## config.mk

```make
export PLATFORM = sky130hd
export DESIGN_NAME = tlc_chain_rx
export DESIGN_NICKNAME = d
export VERILOG_FILES = /design/src/rtl/tlc_chain_rx.sv
export SDC_FILE = /design/constraint.sdc
export NUM_CORES = 2
export LEC_CHECK = 0
export ABC_CLOCK_PERIOD_IN_PS = 58700
export BUFFER_PORTS_ARGS = -buffer_cell sky130_fd_sc_hd__buf_4
export CAP_MARGIN = 10
export CELL_PAD_IN_SITES_DETAIL_PLACEMENT = 1
export CELL_PAD_IN_SITES_GLOBAL_PLACEMENT = 1
export CORE_MARGIN = 2
export CORE_UTILIZATION = 40
export CTS_BUF_LIST = sky130_fd_sc_hd__clkbuf_8 sky130_fd_sc_hd__clkbuf_16
export DETAILED_ROUTE_END_ITERATION = 8
export GPL_ROUTABILITY_DRIVEN = 0
export GPL_TIMING_DRIVEN = 0
export PLACE_DENSITY_LB_ADDON = 0.2
export SETUP_SLACK_MARGIN = 0.1
export SLEW_MARGIN = 20
export SYNTH_ARGS = -nofsm -noshare
export SYNTH_HDL_FRONTEND = slang
export SYNTH_SLANG_ARGS = --single-unit
```

## constraint.sdc

```tcl
create_clock -name clock -period 58.7 [get_ports clock]
set_input_delay 11.74 -clock clock [delete_from_list [all_inputs] [get_ports clock]]
set_output_delay 11.74 -clock clock [all_outputs]
set_load 0.02 [all_outputs]
```

## src/rtl/tlc_chain_rx.sv

```systemverilog
// tlc_chain_rx: receive-side model of one daisy-chained TLC5940-style driver
// chain. It shifts serial grayscale data in on led_sclk, latches the data on
// led_xlat and produces per-channel PWM from led_gsclk and led_blank.
// Optional feature macro: TLC_RX_BITCHECK_EN. When defined, an xlat that does
// not follow exactly one frame of sclk rises sets the sticky frame_err flag.
module tlc_chain_rx #(
  parameter int CHIPS    = 3,
  parameter int CHANNELS = 16,
  parameter int GS_BITS  = 12
) (
  input  logic                      clock,
  input  logic                      reset,
  input  logic                      led_sclk,
  input  logic                      led_sin,
  input  logic                      led_mode,
  input  logic                      led_blank,
  input  logic                      led_xlat,
  input  logic                      led_gsclk,
  output logic                      led_sout,
  output logic [CHIPS*CHANNELS-1:0] pwm_out,
  output logic                      frame_strobe,
  output logic                      frame_err
);

  localparam int NCH = CHIPS * CHANNELS;
  localparam int N   = NCH * GS_BITS;
  localparam logic [GS_BITS-1:0] GS_MAX = '1;

  // Bit positions of the asynchronous inputs inside the synchronizer vector.
  localparam int I_SCLK  = 0;
  localparam int I_SIN   = 1;
  localparam int I_MODE  = 2;
  localparam int I_BLANK = 3;
  localparam int I_XLAT  = 4;
  localparam int I_GSCLK = 5;

  logic [5:0] raw_in;
  logic [5:0] sync1_q;
  logic [5:0] sync2_q;
  // Third stage only for the inputs that need edge detection: {gsclk, xlat, sclk}.
  logic [2:0] sync3_q;

  logic sclk_rise, xlat_rise, gsclk_rise;
  logic sin_s, mode_s, blank_s;

  logic [N-1:0]       shreg_q, shreg_d;
  logic [N-1:0]       gs_q, gs_d;
  logic [GS_BITS-1:0] gs_cnt_q, gs_cnt_d;
  logic               done_q, done_d;
  logic [NCH-1:0]     pwm_q, pwm_d;
  logic               strobe_q, strobe_d;

  assign raw_in = {led_gsclk, led_xlat, led_blank, led_mode, led_sin, led_sclk};

  // Two-flop synchronizer on every input plus a third flop for edge detection.
  always_ff @(posedge clock or posedge reset) begin
    if (reset) begin
      sync1_q <= '0;
      sync2_q <= '0;
      sync3_q <= '0;
    end else begin
      sync1_q <= raw_in;
      sync2_q <= sync1_q;
      sync3_q <= {sync2_q[I_GSCLK], sync2_q[I_XLAT], sync2_q[I_SCLK]};
    end
  end

  assign sclk_rise  = sync2_q[I_SCLK]  & ~sync3_q[0];
  assign xlat_rise  = sync2_q[I_XLAT]  & ~sync3_q[1];
  assign gsclk_rise = sync2_q[I_GSCLK] & ~sync3_q[2];
  assign sin_s      = sync2_q[I_SIN];
  assign mode_s     = sync2_q[I_MODE];
  assign blank_s    = sync2_q[I_BLANK];

  // Shift path and grayscale latch; the latch takes the pre-shift contents
  // when xlat and sclk rise together, while the shift still proceeds.
  always_comb begin
    shreg_d  = shreg_q;
    gs_d     = gs_q;
    strobe_d = 1'b0;
    if (sclk_rise) begin
      shreg_d = {shreg_q[N-2:0], sin_s};
    end
    if (xlat_rise && !mode_s) begin
      gs_d     = shreg_q;
      strobe_d = 1'b1;
    end
  end

  // Grayscale counter: cleared by blank, stops at full scale and raises done.
  always_comb begin
    gs_cnt_d = gs_cnt_q;
    done_d   = done_q;
    if (blank_s) begin
      gs_cnt_d = '0;
      done_d   = 1'b0;
    end else if (gsclk_rise && !done_q) begin
      if (gs_cnt_q == GS_MAX) begin
        done_d = 1'b1;
      end else begin
        gs_cnt_d = gs_cnt_q + 1'b1;
      end
    end
  end

  // Per-channel comparator against the next-state counter and latch contents.
  for (genvar gi = 0; gi < NCH; gi++) begin : g_pwm
    assign pwm_d[gi] = !blank_s && !done_d &&
                       (gs_cnt_d < gs_d[gi*GS_BITS +: GS_BITS]);
  end

  // Datapath and output registers.
  always_ff @(posedge clock or posedge reset) begin
    if (reset) begin
      shreg_q  <= '0;
      gs_q     <= '0;
      gs_cnt_q <= '0;
      done_q   <= 1'b0;
      pwm_q    <= '0;
      strobe_q <= 1'b0;
    end else begin
      shreg_q  <= shreg_d;
      gs_q     <= gs_d;
      gs_cnt_q <= gs_cnt_d;
      done_q   <= done_d;
      pwm_q    <= pwm_d;
      strobe_q <= strobe_d;
    end
  end

  assign led_sout     = shreg_q[N-1];
  assign pwm_out      = pwm_q;
  assign frame_strobe = strobe_q;

`ifdef TLC_RX_BITCHECK_EN
  localparam logic [12:0] CNT_MAX = '1;
  localparam logic [12:0] CNT_N   = 13'(N);

  logic [12:0] sclk_cnt_q, sclk_cnt_d;
  logic        err_q, err_d;

  // Count sclk rises since the last xlat; a same-clock sclk counts toward the next frame.
  always_comb begin
    sclk_cnt_d = sclk_cnt_q;
    err_d      = err_q;
    if (xlat_rise) begin
      sclk_cnt_d = sclk_rise ? 13'd1 : 13'd0;
      if (sclk_cnt_q != CNT_N) begin
        err_d = 1'b1;
      end
    end else if (sclk_rise && (sclk_cnt_q != CNT_MAX)) begin
      sclk_cnt_d = sclk_cnt_q + 13'd1;
    end
  end

  // Bit counter and sticky error flag.
  always_ff @(posedge clock or posedge reset) begin
    if (reset) begin
      sclk_cnt_q <= '0;
      err_q      <= 1'b0;
    end else begin
      sclk_cnt_q <= sclk_cnt_d;
      err_q      <= err_d;
    end
  end

  assign frame_err = err_q;
`else
  assign frame_err = 1'b0;
`endif

endmodule

```

## After elaboration in Yosys (flattened, before gate mapping)

Index checks and enable logic that the tools add are counted.

| operators by class | value |
|---|---|
| $add $sub $neg | 1 |
| magnitude comparators | 48 |
| equal/unequal tests | 1 |
| multiplexer cells | 8 |
| bitwise logic cells | 6 |
| reduce and logical (&&, ||, !) cells | 55 |

Operator list:

| cell | count |
|---|---|
| 12-bit < comparator | 48 |
| 576-bit two-way mux | 1 |
| 1-bit logical AND | 51 |
| 12-bit two-way mux | 3 |
| 12-bit by 1-bit adder with 12-bit output (second input constant) | 1 |
| 12-bit equality test (second input constant) | 1 |
| 1-bit logical NOT | 4 |
| 1-bit two-way mux | 4 |
| 1-bit bitwise AND | 3 |
| 1-bit NOT | 3 |

| word-level totals | value |
|---|---|
| register bits after elaboration | 1229 |
| input bits | 8 |
| output and inout bits | 51 |
| logic and storage cells | 128 |

## Logic depth before layout (Yosys ltp)

| depth | value |
|---|---|
| word-level depth | 8 |
| mapped depth | 14 |
| gate-level depth less buffers | 12 |

## Worst setup path after synthesis

OpenSTA, ideal clock, no wires.

| timing path | value |
|---|---|
| kind | register to output |
| from | reg shreg_q[575] |
| to | out led_sout |
| arrival time | 0.433 ns |
| data required time | 46.960 ns |
| path slack | 46.527 ns |
| stages on the path, launching flop included | 1 |
| buffers on the path | 0 |
| path through | dfrtp_1 |

RTL lines:

| item | RTL line | RTL |
|---|---|---|
| start: declaration | 46 | `logic [N-1:0] shreg_q, shreg_d;` |
| start signal: assignment | 122 | `shreg_q <= shreg_d;` |
| end: declaration | 19 | `output logic led_sout,` |

No word-level cell between the ends.

## Worst setup path in the final report

| timing path | value |
|---|---|
| from | reg shreg_q[575] |
| to | out led_sout |

No word-level cell between the ends.

==> impl_metrics.env <==
export IMPL_status="complete, but fails checks"
export IMPL_violations="design-rule violations"
export IMPL_netlist_top_cells_count="dfrtp_1, mux2_2, inv_1, ha_1, mux2i_1"
export IMPL_viasPerCell=5.30
export IMPL_nets=5507
export IMPL_die_area_sq_mm=0.148
export IMPL_start_kind="flip-flop"
export IMPL_placeableCoreArea_sq_mm=0.144
export IMPL_path_delay_family="flip-flops"
export IMPL_synth_edf_count=0
export IMPL_hold_class="flip-flop to flip-flop"
export IMPL_rsz0062_at_grt="false"
export IMPL_track_usage_pct=22.6
export IMPL_setup_viol=0
export IMPL_totalWireLength_mm=162
export IMPL_post_cts_setup_buffer_count=0
export IMPL_powerDensity_mw_per_mm2=27.6
export IMPL_grt_pass1_vias=39795
export IMPL_finalCritPeriodShare_pct=22.4
export IMPL_power_switching_uw=445
export IMPL_crit_type="flip-flop to output pin"
export IMPL_worstSetupEndpointType="output pin"
export IMPL_min_period_ns=13.12
export IMPL_tightest_slew_ns=1.16
export IMPL_yosysTopAreaCellShare_pct=53.1
export IMPL_slew_violations=0
export IMPL_dpl_cell_area_sq_mm=0.0624
export IMPL_nFillCells=14948
export IMPL_num_rows=139
export IMPL_hp_start="sync1_q[4]"
export IMPL_fmax_ghz=0.0762
export IMPL_synth_cells=4693
export IMPL_whs_ns=0.346
export IMPL_overflow=0
export IMPL_fin_ws_ns=45.58
export IMPL_skew_ns=0.0211
export IMPL_fin_tns_setup_ns=0
export IMPL_pwr_share_comb_pct=5.4
export IMPL_crit_chain="buf_4"
export IMPL_path_max_fanout=3
export IMPL_hold_buffers=0
export IMPL_p_leak_uw=0.0396
export IMPL_ant_nets=0
export IMPL_drt_iter0_drc=1918
export IMPL_yosysTopAreaCell="dfrtp_1"
export IMPL_synth_warnings=0
export IMPL_dpl_hpwl_mm=113
export IMPL_ys_seq_area_share_pct=53.1
export IMPL_wire_per_inst_um=23.2
export IMPL_postCtsResizedCells=0
export IMPL_ioPinCount=59
export IMPL_slew_limit_headroom_pct=22.5
export IMPL_p_clk_share_pct=48.0
export IMPL_drc=6
export IMPL_clkSlewWorstSetupHoldPaths_ns=0.06
export IMPL_arrival_ns=1.38
export IMPL_swShare_pct=24.0
export IMPL_ir_drop_mv=0.0256
export IMPL_clockBufferDepth=3
export IMPL_fin_area_sq_mm=0.0671
export IMPL_antenna_found_initial=5
export IMPL_synth_ff_type="dfrtp_1"
export IMPL_p_int_uw=1410
export IMPL_async_reset_ff_share_pct=100
export IMPL_die_h_um=385
export IMPL_cts_buffers=144
export IMPL_synth_most_common_cell="dfrtp_1"
export IMPL_r2r_start="sync2_q[3]"
export IMPL_grt_first_pass_wirelength_mm=251
export IMPL_grt_max_degree=103
export IMPL_die_w_um=385
export IMPL_slowest_delay_ns=0.42
export IMPL_crit_path_top_delay_cell="dfrtp_1"
export IMPL_cp_num_buf_inv=1
export IMPL_hold_viol_final=0
export IMPL_clk_latency_ns=0.79
export IMPL_power_frac_seq_pct=46.6
export IMPL_drtPass1Iterations=6
export IMPL_drive_gt1_share_pct=20.6
export IMPL_postSynthAreaPerCell_sq_um=12.3
export IMPL_cap_viol_max_count=0
export IMPL_syn_to_final_growth_pct=15.9
export IMPL_cts_tree="built"
export IMPL_vias=37038
export IMPL_cp_startpoint="shreg_q[575]"
export IMPL_clock_sinks=1229
export IMPL_synth_area_sq_mm=0.0579
export IMPL_port_buffers=57
export IMPL_pre_cts_ws_ns=44.95
export IMPL_h_tree_depth=4
export IMPL_synth_distinct_cells=49
export IMPL_root_buffer="clkbuf_16"
export IMPL_worst_ep_required_time_ns=46.96
export IMPL_initial_core_util_pct=40.3
export IMPL_synth_net_count=5230
export IMPL_ys_ff_latch=1229
export IMPL_synth_area_leaders="dfrtp_1, ha_1, mux2_2"
## metrics by stage
stage | total power [uW] | std cells | util (%)
after global routing | 1920 | 6986 | 46.7
after floorplan | 940 | 4693 | -
after CTS | 1880 | 6986 | 46.7
after detailed placement | 982 | 6727 | 43.4
final | 1860 | 6987 | 46.7
after global placement | 978 | 6653 | 42.3
## placed cells by master (no fill, tap or decap), types with 5 or more instances in the layout
cell          n
nor4_1        5
mux2i_1     482
a2111oi_0    25
buf_4        65
o21a_1       42
nand2b_1     15
o2111ai_1    25
a22o_1        6
a21oi_1     140
inv_6         7
clkbuf_2     25
buf_2        60
clkbuf_1     67
or4_1        17
dfrtp_1    1229
nand4_1      95
a21o_1        9
a31oi_1       8
buf_6        13
mux2_2      576
nand2_1     314
a211oi_1    108
nor2_1       67
nor2_4        9
clkinv_2     22
o211ai_2      9
bufinv_16     5
o211ai_1     44
o21ai_0     112
inv_1       592
buf_16       35
xor2_1        5
nor3_1       21
buf_12       20
nand3_1      58
clkbuf_16   147
clkbuf_8     34
ha_1        529
o41ai_1       6
## final cells by class
class                           count  area, sq um  area share (%)
Clock buffer                      181         4150            6.18
Antenna cell                        1         2.50         0.00373
Buffer                            157          733            1.09
Inverter                          559         2110            3.14
Sequential cell                  1229        30800            45.8
Timing Repair Buffer              131         1990            2.96
Clock inverter                     78          582           0.866
Tap cell                         1903         2380            3.55
Multi-Input combinational cell   2748        24500            36.4
## cells by family after synthesis
family,count (synthesis),share of synthesized area [%]
AOI/OAI and AO/OA,540,6.11
buffers and inverters,716,4.83
and+or+nand+nor,613,4.85
other,1,0.00648
muxes,1058,19.5
xor gates and xnor gates,7,0.138
DFF,1229,53.1
adders and majority gates,529,11.4
## registers in the layout, summed over array words and instances, names as in the netlist
register / flops
done_q: 1
pwm_out: 48
shreg_q: 576
frame_strobe: 1
gs_q: 576
sync2_q: 6
sync1_q: 6
sync3_q: 3
gs_cnt_q: 12
## power groups by stage
stage	sequential, uW	clock, uW	combinational [uW]
floorplan	881	0	59.4
global placement	882	0	95.8
detailed placement	879	0	102
CTS	864	916	103
global route	865	949	110
finish	864	891	100
## routing by layer
metal  vias to the layer above  global-route usage (%)  share of wire, %
met5                         -                       0                 0
met4                         0                    6.18               2.3
met3                       205                    3.14               2.6
met2                       412                    37.6                49
met1                     19377                    30.7                47
li1                      17044                       -                 -
## final timing paths
check,endpoint,slack (ns),cells past startpoint
min,sync2_q[4],0.35,0
max in group asynchronous,gs_q[223],45.79,5
min reg2reg,sync2_q[4],0.35,0
min in group asynchronous,pwm_out[43],11.00,2
max,led_sout,45.58,1
max reg2reg,pwm_out[2],53.45,12
(Power assumes the default switching activity.)
